### config.mk
export PLATFORM = sky130hd
export DESIGN_NAME = slot_cfg_sequencer
export DESIGN_NICKNAME = d
export VERILOG_FILES = /design/src/rtl/slotmaker_pkg.sv /design/src/rtl/slot_cfg_sequencer.sv
export SDC_FILE = /design/constraint.sdc
export NUM_CORES = 1
export LEC_CHECK = 0
export ABC_AREA = 0
export BUFFER_PORTS_ARGS = -buffer_cell sky130_fd_sc_hd__buf_2
export CAP_MARGIN = 20
export CORE_MARGIN = 4
export CORE_UTILIZATION = 52
export CTS_CLUSTER_DIAMETER = 150
export DETAILED_ROUTE_END_ITERATION = 7
export PLACE_DENSITY = 0.95
export SLEW_MARGIN = 30
export SYNTH_ARGS = -nofsm -noshare
export SYNTH_HDL_FRONTEND = slang
export SYNTH_SLANG_ARGS = --single-unit
### constraint.sdc
create_clock -name clk_logic -period 3.7 [get_ports clk_logic]
set_input_delay 0.555 -clock clk_logic [delete_from_list [all_inputs] [get_ports clk_logic]]
set_output_delay 0.555 -clock clk_logic [all_outputs]
set_load 0.01 [all_outputs]
### src/rtl/slotmaker_pkg.sv
// Shared types and constants for the virtual slot controller
// configuration path.
package slotmaker_pkg;

    localparam int NUM_SLOTS = 8;
    localparam int SLOT_W    = 3;
    localparam int CARD_W    = 8;

    localparam logic [CARD_W-1:0] CARD_NONE = 8'd0;

    typedef enum logic [1:0] {
        INIT,
        IDLE,
        ACCESS,
        CAPTURE
    } slot_cfg_state_t;

    typedef enum logic {
        REQ_HOST,
        REQ_BUS
    } slot_cfg_req_t;

endpackage

### src/rtl/slot_cfg_sequencer.sv
// Owns the slot-table config port: default-card load after reset,
// then round-robin host/bus access with a registered result per requester.
import slotmaker_pkg::*;

module slot_cfg_sequencer #(
    parameter logic [63:0] DEFAULT_CARDS = 64'h05_00_00_02_00_00_03_00
) (
    input  logic              clk_logic,
    input  logic              reset,
    input  logic              init_start,
    output logic              init_busy,
    input  logic              host_req,
    input  logic              host_wr,
    input  logic [SLOT_W-1:0] host_slot,
    input  logic [CARD_W-1:0] host_card_i,
    output logic              host_ack,
    output logic [CARD_W-1:0] host_card_o,
    input  logic              bus_req,
    input  logic              bus_wr,
    input  logic [SLOT_W-1:0] bus_slot,
    input  logic [CARD_W-1:0] bus_card_i,
    output logic              bus_ack,
    output logic [CARD_W-1:0] bus_card_o,
    output logic [SLOT_W-1:0] cfg_slot,
    output logic              cfg_wr,
    output logic [CARD_W-1:0] cfg_card_i,
    input  logic [CARD_W-1:0] cfg_card_o
);

    slot_cfg_state_t   r_state, w_state;
    logic [SLOT_W-1:0] r_idx, w_idx;
    slot_cfg_req_t     r_pri, w_pri;
    slot_cfg_req_t     r_sel, w_sel;
    logic              r_pend, w_pend;
    logic              r_busy, w_busy;
    logic [SLOT_W-1:0] r_cfg_slot, w_cfg_slot;
    logic              r_cfg_wr, w_cfg_wr;
    logic [CARD_W-1:0] r_cfg_card, w_cfg_card;
    logic              r_host_ack, w_host_ack;
    logic              r_bus_ack, w_bus_ack;
    logic [CARD_W-1:0] r_host_card, w_host_card;
    logic [CARD_W-1:0] r_bus_card, w_bus_card;
    logic              w_host_go;

    always_ff @(posedge clk_logic or posedge reset) begin
        if (reset) begin
            r_state     <= INIT;
            r_idx       <= '0;
            r_pri       <= REQ_HOST;
            r_sel       <= REQ_HOST;
            r_pend      <= 1'b0;
            r_busy      <= 1'b1;
            r_cfg_slot  <= '0;
            r_cfg_wr    <= 1'b0;
            r_cfg_card  <= CARD_NONE;
            r_host_ack  <= 1'b0;
            r_bus_ack   <= 1'b0;
            r_host_card <= CARD_NONE;
            r_bus_card  <= CARD_NONE;
        end else begin
            r_state     <= w_state;
            r_idx       <= w_idx;
            r_pri       <= w_pri;
            r_sel       <= w_sel;
            r_pend      <= w_pend;
            r_busy      <= w_busy;
            r_cfg_slot  <= w_cfg_slot;
            r_cfg_wr    <= w_cfg_wr;
            r_cfg_card  <= w_cfg_card;
            r_host_ack  <= w_host_ack;
            r_bus_ack   <= w_bus_ack;
            r_host_card <= w_host_card;
            r_bus_card  <= w_bus_card;
        end
    end

    assign w_host_go = host_req && (!bus_req || r_pri == REQ_HOST);

    // cfg_* are registered, so IDLE loads them with the granted request's
    // fields; they then serve as the latched copy through ACCESS/CAPTURE.
    always_comb begin
        w_state     = r_state;
        w_idx       = r_idx;
        w_pri       = r_pri;
        w_sel       = r_sel;
        w_pend      = r_pend;
        w_cfg_slot  = r_cfg_slot;
        w_cfg_wr    = 1'b0;
        w_cfg_card  = r_cfg_card;
        w_host_ack  = 1'b0;
        w_bus_ack   = 1'b0;
        w_host_card = r_host_card;
        w_bus_card  = r_bus_card;
        unique case (r_state)
            INIT: begin
                w_cfg_wr   = 1'b1;
                w_cfg_slot = r_idx;
                w_cfg_card = DEFAULT_CARDS[{r_idx, 3'b000} +: CARD_W];
                w_idx      = r_idx + 1'b1;
                if (r_idx == SLOT_W'(NUM_SLOTS - 1)) begin
                    w_state = IDLE;
                end
            end
            IDLE: begin
                if (init_start || r_pend) begin
                    w_state = INIT;
                    w_idx   = '0;
                    w_pend  = 1'b0;
                end else if (host_req || bus_req) begin
                    w_state    = ACCESS;
                    w_sel      = w_host_go ? REQ_HOST : REQ_BUS;
                    w_pri      = w_host_go ? REQ_BUS : REQ_HOST;
                    w_cfg_slot = w_host_go ? host_slot : bus_slot;
                    w_cfg_wr   = w_host_go ? host_wr : bus_wr;
                    w_cfg_card = w_host_go ? host_card_i : bus_card_i;
                end
            end
            ACCESS: begin
                w_state = CAPTURE;
                w_pend  = r_pend | init_start;
            end
            CAPTURE: begin
                w_state = IDLE;
                w_pend  = r_pend | init_start;
                if (r_sel == REQ_HOST) begin
                    w_host_ack  = 1'b1;
                    w_host_card = cfg_card_o;
                end else begin
                    w_bus_ack  = 1'b1;
                    w_bus_card = cfg_card_o;
                end
            end
        endcase
        // Busy also covers the cycle that shows the last default write.
        w_busy = (w_state == INIT) || (r_state == INIT);
    end

    assign init_busy   = r_busy;
    assign host_ack    = r_host_ack;
    assign host_card_o = r_host_card;
    assign bus_ack     = r_bus_ack;
    assign bus_card_o  = r_bus_card;
    assign cfg_slot    = r_cfg_slot;
    assign cfg_wr      = r_cfg_wr;
    assign cfg_card_i  = r_cfg_card;

endmodule

==> results of run 1 <==
## final cells by class
type,instances,area (um2)
Fill cell,263,962.2
Clock buffer,8,48.80
Tap cell,44,55.05
Inverter,11,41.29
Multi-Input combinational cell,83,725.7
Timing Repair Buffer,68,342.8
Sequential cell,39,977.2
## cell usage after synthesis, types with 2 or more instances
master	instances	area share, %
sky130_fd_sc_hd__dfrtp_1	38	54
sky130_fd_sc_hd__mux2_1	14	8.9
sky130_fd_sc_hd__inv_1	11	2.3
sky130_fd_sc_hd__mux2i_1	11	6.2
sky130_fd_sc_hd__mux2_2	8	5.1
sky130_fd_sc_hd__nand2_1	5	1.1
sky130_fd_sc_hd__nand3_1	5	1.4
sky130_fd_sc_hd__o2bb2ai_1	5	2.5
sky130_fd_sc_hd__ha_1	4	2.8
sky130_fd_sc_hd__a21oi_1	3	0.84
sky130_fd_sc_hd__nor2_1	3	0.63
sky130_fd_sc_hd__o211ai_1	3	1.3
sky130_fd_sc_hd__a21o_1	2	0.84
sky130_fd_sc_hd__a22o_1	2	0.99
sky130_fd_sc_hd__buf_2	2	0.56
sky130_fd_sc_hd__buf_6	2	1.3
sky130_fd_sc_hd__o21ai_0	2	0.56
## sequential cells by signal, indices dropped and copies added (netlist names), 2 cells and up
name	cells
cfg_slot	3
cfg_card_i	8
r_idx	3
host_card_o	8
bus_card_o	8
r_state	2
## worst max-delay path, cell delays in order, from the launching register on
cell	delay, ns
sky130_fd_sc_hd__dfrtp_1	0.43
sky130_fd_sc_hd__a21boi_4	0.51
sky130_fd_sc_hd__mux2i_1	0.27
sky130_fd_sc_hd__o211ai_1	0.10
sky130_fd_sc_hd__mux2_1	0.29
## where the power goes
group	switching (mW)	internal (mW)
registers	0.134	0.609
logic	0.338	0.322
clock network	0.136	0.0759
## metal layers
metal	up-vias	global-route usage, %	wire (um)
met3	3	8.938	440
li1	630	-	-
met5	-	0	0
met4	0	3.046	23
met1	614	21.49	1534
met2	65	31.23	1812
## logic make-up (layout without fill, tap and decap cells)
kind of cell | count (synthesis) | after routing
buffers and inverters | 15 | 87
adder cells (fa/ha/maj) | 4 | 4
AND/OR/NAND/NOR | 21 | 21
flip-flops | 39 | 39
AO/OA/AOI/OAI | 25 | 25
multiplexers | 33 | 33
## worst max path at each step
stage	startpoint	endpoint	slack (ns)
after floorplan	host_req	cfg_slot[2]	2.10
final	r_pri	cfg_card_i[1]	1.99
after global routing	r_pri	cfg_card_i[1]	1.91
after CTS	r_pri	cfg_card_i[0]	1.96
after global placement	host_req	cfg_card_i[1]	1.78
after detailed placement	host_req	cfg_card_i[0]	1.70
## stage by stage
stage	cell area, um2	hold slack [ns]	cells
2_1_floorplan	1777	0.5218	137
3_3_place_gp	2142	0.4663	245
3_5_place_dp	2142	0.4695	245
4_1_cts	2191	0.3183	253
5_1_grt	2191	0.3492	253
6_report	2191	0.3055	253
==> results.md, run 1 <==
- Synthesis-stage register bit count: 39
- Class of the worst hold path: in2async
- Share of synthesized area occupied by flip-flops and latches: 55.00%
- Average via count per standard cell: 5.186
- First-pass detailed-route iteration total: 4
- Number of H-tree branching levels: 2
- Number of distinct library cells after synthesis: 34
- Number of I/O pins: 68
- Area share of xor/xnor cells in the synthesized design: 0%
- Netlist area before placement: 1777 um2
- Startpoint of the most critical register-to-register path: r_pri
- DRC violations left: 0
- # clock sinks: 39
- Mux share of post-synthesis cell area: 20.14%
- Peak supply drop: 0.0005411 V
- Max Root-Sink Buffers: 2
- Number of antenna violations at the first check in global routing: 0
- Avg Synthesized Cell Area: 12.97 um2
- Data arrival at the endpoint of the critical path: 1.95 ns
- Root Driver: sky130_fd_sc_hd__clkbuf_4
- Yosys synthesis warning count: 0
- Tightest Pin Transition: 0.5891 ns
- Gate Count Post-Synth: 137
- Most frequent cells in the layout: 67 x sky130_fd_sc_hd__buf_2, 38 x sky130_fd_sc_hd__dfrtp_1, 14 x sky130_fd_sc_hd__mux2_1, 11 x sky130_fd_sc_hd__mux2i_1, 11 x sky130_fd_sc_hd__inv_1
- TritonCTS clock tree: done
- Average wire per cell in the routed design: 15.06 um
- Final worst slack: 1.988 ns
- Max-slew violation count: 0
- Starting density of the core: 56.35%
- Final critical-path share of the clock period: 46.27%
- Setup repair after global routing missed its margin: false
- Setup TNS Final: 0 ns
- Global-route wire length before repair: 6141 um
- Max FO, Critical Path: 14
- Outcome: finished, final reports clean
- Number of setup violations in the final report: 0
- Row count: 20
- Total clock buffers created by CTS: 5
- Critical Path RT: 3.94 ns
- Die Width: 66.45 um
- Area added between synthesis and finish: 23.31%
- Final GP Congestion: 0.8541
- Ratio of total power to cell area: 737.6 nW/um2
- Worst-case setup slack after placement: 1.695 ns
- PortBufs: 67
- Min cycle time layout: 1.712 ns
- Number of gates given a new drive strength after cts: 0
- Via count of the routed design: 1312
- Hold Fails Final Rpt: 0
- Number of buffers added for setup after CTS: 0
- Setup slack on the worst flop-to-flop path: 1.99 ns
- Area fraction in compound gates after synthesis: 11.20%
- Critical path type: reg2reg
- Overall die height: 66.45 um
- Most frequently used flop master after synthesis: sky130_fd_sc_hd__dfrtp_1
- Net total in the final layout: 249
- Number of hold buffers added after cts: 0
- R2r endpoint: cfg_card_i[1]
- Worst setup EP type: flop
- GRT Total Usage: 18.47%
- Clock-pin slew reported for the worst setup and hold paths after clock tree synthesis: 0.11 ns
- Adder and majority gate portion of the synthesized area: 2.817%
- Total length of routed wires: 3811 um
- Final clock skew: 0.005455 ns
- Largest family of logic cells by synthesized area: multiplexers
- Achievable clock frequency: 584.1 MHz
- Simple-gate share of the synthesized area: 6.690%
- Async set or reset register ratio after synthesis: 100.0%
- Number of synthesized flops with an enable pin: 0
- Ant. Diodes: 0
- Largest net degree at the start of global routing: 40
- Leak: 1.143 nW
- Number of design-rule violations left by the first detailed-router iteration: 61
- Max-slew headroom at the worst pin: 60.63%
- Worst-skew pair later-pin latency: 0.34 ns
- Die Area: 4416 um2
- Overall power after layout: 1.616 mW
- Detailed placer's ending HPWL: 2861 um
- Remaining Overflow, GRT: 0
- Cell count of the worst reg-to-reg path: 4
- Post-Syn Nets: 178
- Commonest non-fill, non-tap cell in the layout: sky130_fd_sc_hd__buf_2
- Finished Core Util: 69.48%
- Startpoint types: flop
- Max-capacitance violation count: 0
- Number of global-route vias before repair: 1369
- Core area: 3153 um2
- Count of nets left with antenna violations after detail routing: 0
- Ratio of cells with drive above 1 in the final layout: 42.58%
(Power assumes the default switching activity.)
==> inputs of run 2 (changes only) <==
--- a/config.mk
+++ b/config.mk
@@ -9,10 +9,10 @@
 export BUFFER_PORTS_ARGS = -buffer_cell sky130_fd_sc_hd__buf_2
 export CAP_MARGIN = 20
 export CORE_MARGIN = 4
-export CORE_UTILIZATION = 52
+export CORE_UTILIZATION = 48
 export CTS_CLUSTER_DIAMETER = 150
 export DETAILED_ROUTE_END_ITERATION = 7
-export PLACE_DENSITY = 0.95
+export PLACE_DENSITY = 0.91
 export SLEW_MARGIN = 30
 export SYNTH_ARGS = -nofsm -noshare
 export SYNTH_HDL_FRONTEND = slang
==> constraint.sdc (replaced) <==
create_clock -name clk_logic -period 1.7 [get_ports clk_logic]
set_input_delay 0.255 -clock clk_logic [delete_from_list [all_inputs] [get_ports clk_logic]]
set_output_delay 0.255 -clock clk_logic [all_outputs]
set_load 0.01 [all_outputs]
==> run 2 against run 1 <==
  * Combinational power grew 120%
  * Critical path depth shrank 1
  * Worst hold slack lost 0.24 ns
  * Total power grew 130%
  * Count of clock-buffer cells in the layout shrank 1
  * Sequential cell count is the same
  * Largest power group unchanged
  * Largest cell class unchanged
  * Via count is the same
  * Sequential share of layout area shrank 1.4 points
  * Worst setup slack lost 1.8 ns
  * Clock power grew to 3.2 times the previous value
==> results.md, run 2 (synthesized netlist as in run 1, its figures left out) <==
- Outcome: finished, final reports clean (unchanged)
- Detailed placer's ending HPWL: 2846 um (was 2861 um)
- Data arrival at the endpoint of the critical path: 1.67 ns (was 1.95 ns)
- Global-route wire length before repair: 5754 um (was 6141 um)
- Hold Fails Final Rpt: 0 (unchanged)
- Setup slack on the worst flop-to-flop path: 0.20 ns (was 1.99 ns)
- Class of the worst hold path: in2async (unchanged)
- Share of total power in the clock network: 18.3% (was 13.1%)
- Count of nets left with antenna violations after detail routing: 0 (unchanged)
- Number of hold buffers added after cts: 0 (unchanged)
- Most frequent cells in the layout: 67 x sky130_fd_sc_hd__buf_2, 38 x sky130_fd_sc_hd__dfrtp_1, 14 x sky130_fd_sc_hd__mux2_1, 11 x sky130_fd_sc_hd__mux2i_1, 11 x sky130_fd_sc_hd__inv_1 (unchanged)
- Area added between synthesis and finish: 27.39% (was 23.31%)
- Number of I/O pins: 68 (unchanged)
- Critical path's slowest cell: sky130_fd_sc_hd__dfrtp_1 (was sky130_fd_sc_hd__a21boi_4)
- Root Driver: sky130_fd_sc_hd__clkbuf_8 (was sky130_fd_sc_hd__clkbuf_4)
- Via count of the routed design: 1312 (unchanged)
- Number of filler cells placed in the layout: 277 (was 263)
- # clock sinks: 39 (unchanged)
- Row count: 21 (was 20)
- Die Area: 4739 um2 (was 4416 um2)
- Clock-pin slew reported for the worst setup and hold paths after clock tree synthesis: 0.07 ns (was 0.11 ns)
- Worst-case setup slack after placement: 0.2346 ns (was 1.695 ns)
- Final clock skew: 0.004297 ns (was 0.005455 ns)
- Net total in the final layout: 251 (was 249)
- Overall die height: 68.84 um (was 66.45 um)
- Number of setup violations in the final report: 0 (unchanged)
- Relative contribution of combinational cells to total power: 38.2% (was 40.9%)
- Critical path type: reg2reg (unchanged)
- Max-slew headroom at the worst pin: 68.12% (was 60.63%)
- Switching Power: 1.326 mW (was 0.6084 mW)
- Overall power after layout: 3.734 mW (was 1.616 mW)
- R2r endpoint: r_pri (was cfg_card_i[1])
- Placed cell area: 2160 um2 (was 2142 um2)
- Number of buffers added for setup after CTS: 0 (unchanged)
- Crit path buf inv count: 0 (unchanged)
- Cell count of the worst reg-to-reg path: 3 (was 4)
- Final cell count without fillers: 257 (was 253)
- Worst-skew pair later-pin latency: 0.29 ns (was 0.34 ns)
- Critical Path Max Stage Delay: 0.62 ns (was 0.51 ns)
- Startpoint types: flop (unchanged)
- Number of gates given a new drive strength after cts: 0 (unchanged)
- Number of global-route vias before repair: 1374 (was 1369)
- Max-slew violation count: 0 (unchanged)
- Max FO, Critical Path: 15 (was 14)
- Critical Path RT: 1.87 ns (was 3.94 ns)
- Setup TNS Final: 0 ns (unchanged)
- Max Root-Sink Buffers: 2 (unchanged)
- Ratio of total power to cell area: 1650 nW/um2 (was 737.6 nW/um2)
- Layout Cell Area excl Fill: 2263 um2 (was 2191 um2)
- Min cycle time layout: 1.498 ns (was 1.712 ns)
- Number of design-rule violations left by the first detailed-router iteration: 58 (was 61)
- Starting density of the core: 51.62% (was 56.35%)
- Category of cells accounting for the largest share of critical-path delay: flip-flops (was compound AO/OA/AOI/OAI gates)
- Worst setup EP type: flop (unchanged)
- Finished Core Util: 65.76% (was 69.48%)
- TritonCTS clock tree: done (unchanged)
- Startpoint of the most critical register-to-register path: r_state[0] (was r_pri)
- Leak: 1.176 nW (was 1.143 nW)
- Final critical-path share of the clock period: 88.10% (was 46.27%)
- Commonest non-fill, non-tap cell in the layout: sky130_fd_sc_hd__buf_2 (unchanged)
- DRC violations left: 0 (unchanged)
- Max-capacitance violation count: 0 (unchanged)
- Number of antenna violations at the first check in global routing: 0 (unchanged)
- Design internal power: 2.408 mW (was 1.007 mW)
- Critical path, cell by cell: and2b_1 > nand2_2 > mux2_1 (was a21boi_4 > mux2i_1 > o211ai_1 > mux2_1)
- PortBufs: 67 (unchanged)
- Die Width: 68.84 um (was 66.45 um)
- Achievable clock frequency: 667.7 MHz (was 584.1 MHz)
- Peak supply drop: 0.0008721 V (was 0.0005411 V)
- Total length of routed wires: 3701 um (was 3811 um)
- Final worst slack: 0.2024 ns (was 1.988 ns)
- Number of H-tree branching levels: 2 (unchanged)
- Average wire per cell in the routed design: 14.40 um (was 15.06 um)
- Average via count per standard cell: 5.105 (was 5.186)
- Core area: 3442 um2 (was 3153 um2)
- GRT Total Usage: 16.78% (was 18.47%)
- Total clock buffers created by CTS: 5 (unchanged)
- Flop pwr share: 43.5% (was 46.0%)
- Worst hold margin: 0.06253 ns (was 0.3055 ns)
- Final GP Congestion: 0.8474 (was 0.8541)
- Ratio of cells with drive above 1 in the final layout: 44.55% (was 42.58%)
- First-pass detailed-route iteration total: 4 (unchanged)
- Tightest Pin Transition: 0.4782 ns (was 0.5891 ns)
- Switching share of power: 35.51% (was 37.65%)
- Placed insts: 249 (was 245)
- Setup repair after global routing missed its margin: false (unchanged)
- Remaining Overflow, GRT: 0 (unchanged)
- Largest net degree at the start of global routing: 40 (unchanged)
- Ant. Diodes: 0 (unchanged)
[run 2: cell count changes in the layout (fill, tap and decap cells not counted), sizes merged]
cell      before  now
buf           68   70
clkbuf         8    7
clkinvlp       0    1
[run 2: worst max path at each step]
stage                     from  slack (ns)            end  cells after the start
CTS                 r_state[0]        0.22          r_pri                      3
detailed placement       r_pri        0.23  cfg_card_i[0]                      4
finish              r_state[0]        0.20          r_pri                      3
global placement    r_state[0]        0.27          r_pri                      3
global route        r_state[0]        0.13          r_pri                      3
floorplan                r_pri        0.27    cfg_slot[2]                      5
[run 2: worst reg2reg max path: stages (launching register included)]
cell                      delay [ns]
sky130_fd_sc_hd__dfrtp_1        0.62
sky130_fd_sc_hd__and2b_1        0.26
sky130_fd_sc_hd__nand2_2        0.16
sky130_fd_sc_hd__mux2_1         0.35
[run 2: power by group through the flow]
| stage | Combinational [mW] | Sequential, mW | Clock (mW) |
|---|---|---|---|
| finish | 1.42 | 1.63 | 0.683 |
| detailed placement | 1.45 | 1.64 | 0 |
| global placement | 1.41 | 1.62 | 0 |
| global route | 1.59 | 1.68 | 0.751 |
| floorplan | 0.866 | 1.71 | 0 |
| CTS | 1.46 | 1.63 | 0.707 |
[run 2: metal layers]
metal  track usage, %  wire length, um
met5                0                0
met4            5.839               50
met3            6.321              371
met2            29.76             1769
met1            18.24             1511
[run 2: final cells by class]
class	instances	area, um2	share of cell area (%)
repair buffers	70	357.8	15.81
clock buffers	7	96.34	4.256
well taps	46	57.56	2.543
inverters	11	41.29	1.824
clock inverters	1	7.507	0.3317
multi-input cells	83	725.7	32.06
flip-flops and latches	39	977.2	43.17
==> inputs of run 3 (changes only) <==
--- a/config.mk
+++ b/config.mk
@@ -8,11 +8,10 @@
 export ABC_AREA = 0
 export BUFFER_PORTS_ARGS = -buffer_cell sky130_fd_sc_hd__buf_2
 export CAP_MARGIN = 20
-export CORE_MARGIN = 4
-export CORE_UTILIZATION = 48
+export CORE_UTILIZATION = 52
 export CTS_CLUSTER_DIAMETER = 150
 export DETAILED_ROUTE_END_ITERATION = 7
-export PLACE_DENSITY = 0.91
+export PLACE_DENSITY = 0.95
 export SLEW_MARGIN = 30
 export SYNTH_ARGS = -nofsm -noshare
 export SYNTH_HDL_FRONTEND = slang
==> constraint.sdc (replaced) <==
create_clock -name clk_logic -period 1.9 [get_ports clk_logic]
set_input_delay 0.285 -clock clk_logic [delete_from_list [all_inputs] [get_ports clk_logic]]
set_output_delay 0.285 -clock clk_logic [all_outputs]
set_load 0.01 [all_outputs]
==> run 3 against run 2 <==
  * Routed wire length up 3.2%
  * Count of clock-buffer cells in the layout decreased by 1
  * Clock skew is 0.00075 ns higher
  * Critical endpoint is now cfg_card_i[1]
  * Largest power group unchanged
==> results.md, run 3 (synthesized netlist as in run 1, its figures left out) <==
- Setup repair after global routing missed its margin: false (unchanged)
- Number of I/O pins: 68 (unchanged)
- Max Root-Sink Buffers: 2 (unchanged)
- Most frequent cells in the layout: 67 x sky130_fd_sc_hd__buf_2, 38 x sky130_fd_sc_hd__dfrtp_1, 14 x sky130_fd_sc_hd__mux2_1, 11 x sky130_fd_sc_hd__mux2i_1, 11 x sky130_fd_sc_hd__inv_1 (unchanged)
- Row count: 20 (was 21)
- Count of nets left with antenna violations after detail routing: 0 (unchanged)
- Max-capacitance violation count: 0 (unchanged)
- Number of setup violations in the final report: 0 (unchanged)
- Die Width: 60.45 um (was 68.84 um)
- Die Area: 3654 um2 (was 4739 um2)
- Core area: 3153 um2 (was 3442 um2)
- Worst-skew pair later-pin latency: 0.35 ns (was 0.29 ns)
- Critical path type: reg2reg (unchanged)
- Number of antenna violations at the first check in global routing: 0 (unchanged)
- Critical Path RT: 2.14 ns (was 1.87 ns)
- Setup TNS Final: 0 ns (unchanged)
- Largest net degree at the start of global routing: 40 (unchanged)
- R2r endpoint: cfg_card_i[1] (was r_pri)
- TritonCTS clock tree: done (unchanged)
- Final cell count without fillers: 255 (was 257)
- Final worst slack: 0.2803 ns (was 0.2024 ns)
- Commonest non-fill, non-tap cell in the layout: sky130_fd_sc_hd__buf_2 (unchanged)
- Average wire per cell in the routed design: 14.98 um (was 14.40 um)
- PortBufs: 67 (unchanged)
- Max FO, Critical Path: 11 (was 15)
- Achievable clock frequency: 617.4 MHz (was 667.7 MHz)
- Total clock buffers created by CTS: 5 (unchanged)
- Detailed placer's ending HPWL: 2877 um (was 2846 um)
- Number of buffers added for setup after CTS: 0 (unchanged)
- Max-slew violation count: 0 (unchanged)
- Data arrival at the endpoint of the critical path: 1.86 ns (was 1.67 ns)
- Startpoint types: flop (unchanged)
- # clock sinks: 39 (unchanged)
- Starting density of the core: 56.35% (was 51.62%)
- Number of design-rule violations left by the first detailed-router iteration: 24 (was 58)
- Final clock skew: 0.005047 ns (was 0.004297 ns)
- Hold Fails Final Rpt: 0 (unchanged)
- Number of global-route vias before repair: 1264 (was 1374)
- Cell count of the worst reg-to-reg path: 4 (was 3)
- Final critical-path share of the clock period: 85.25% (was 88.10%)
- Min cycle time layout: 1.620 ns (was 1.498 ns)
- Average via count per standard cell: 5.208 (was 5.105)
- Outcome: finished, final reports clean (unchanged)
- Max-slew headroom at the worst pin: 68.46% (was 68.12%)
- DRC violations left: 0 (unchanged)
- Setup slack on the worst flop-to-flop path: 0.28 ns (was 0.20 ns)
- Total length of routed wires: 3820 um (was 3701 um)
- Clock-pin slew reported for the worst setup and hold paths after clock tree synthesis: 0.11 ns (was 0.07 ns)
- Via count of the routed design: 1328 (was 1312)
- Remaining Overflow, GRT: 0 (unchanged)
- Ratio of cells with drive above 1 in the final layout: 44.55% (unchanged)
- Leak: 1.173 nW (was 1.176 nW)
- Number of hold buffers added after cts: 0 (unchanged)
- First-pass detailed-route iteration total: 4 (unchanged)
- Number of H-tree branching levels: 2 (unchanged)
- Number of gates given a new drive strength after cts: 0 (unchanged)
- Worst hold margin: 0.01980 ns (was 0.06253 ns)
- Overall power after layout: 3.339 mW (was 3.734 mW)
- Ratio of total power to cell area: 1488 nW/um2 (was 1650 nW/um2)
- Placed insts: 247 (was 249)
- Startpoint of the most critical register-to-register path: r_pri (was r_state[0])
- Worst-case setup slack after placement: 0.2664 ns (was 0.2346 ns)
- Root Driver: sky130_fd_sc_hd__clkbuf_4 (was sky130_fd_sc_hd__clkbuf_8)
- Final GP Congestion: 0.7967 (was 0.8474)
- Area added between synthesis and finish: 26.27% (was 27.39%)
- Class of the worst hold path: in2async (unchanged)
- Peak supply drop: 0.001011 V (was 0.0008721 V)
- Net total in the final layout: 251 (unchanged)
- GRT Total Usage: 22.75% (was 16.78%)
- Global-route wire length before repair: 5754 um (unchanged)
- Ant. Diodes: 0 (unchanged)
- Overall die height: 60.45 um (was 68.84 um)
- Tightest Pin Transition: 0.4720 ns (was 0.4782 ns)
- Worst setup EP type: flop (unchanged)
==> run 3: per-layer routing <==
layer,part of all wire [%],GRT usage [%]
met5,0,0
met4,0.92,6.818
met3,8.3,10.66
met2,49,39.09
met1,42,25.25
==> run 3: worst max-delay path by stage <==
stage	startpoint	to	cells after the start	slack, ns
after global placement	host_req	cfg_card_i[0]	5	0.36
after floorplan	r_pri	cfg_slot[2]	5	0.47
after detailed placement	host_req	cfg_card_i[1]	5	0.27
after CTS	r_pri	cfg_card_i[1]	4	0.28
final	r_pri	cfg_card_i[1]	4	0.28
after global routing	r_pri	cfg_card_i[1]	4	0.19
==> run 3: cell type report <==
class / count / area [um2]
multi-input combinational: 83 / 725.7
fill: 254 / 909.6
sequential: 39 / 977.2
inverter: 11 / 41.29
clock buffer: 6 / 51.30
timing repair buffer: 70 / 357.8
clock inverter: 2 / 35.03
tap: 44 / 55.05
==> run 3: where the power goes <==
group          internal [mW]  switching [mW]  leakage, nW
sequential              1.19           0.276        0.478
clock                  0.311           0.273       0.0482
combinational          0.636           0.656        0.647
==> run 3: stage by stage <==
stage / util [%] / area (um2)
6_report: 71.15 / 2243
2_1_floorplan: - / 1777
4_1_cts: 71.15 / 2243
3_3_place_gp: 68.41 / 2157
5_1_grt: 71.15 / 2243
3_5_place_dp: 68.41 / 2157
==> run 3: critical path: stages, from the launching register on <==
cell                       delay [ns]
sky130_fd_sc_hd__dfrtp_1         0.43
sky130_fd_sc_hd__a21boi_4        0.43
sky130_fd_sc_hd__mux2i_1         0.27
sky130_fd_sc_hd__o211ai_1        0.10
sky130_fd_sc_hd__mux2_1          0.28
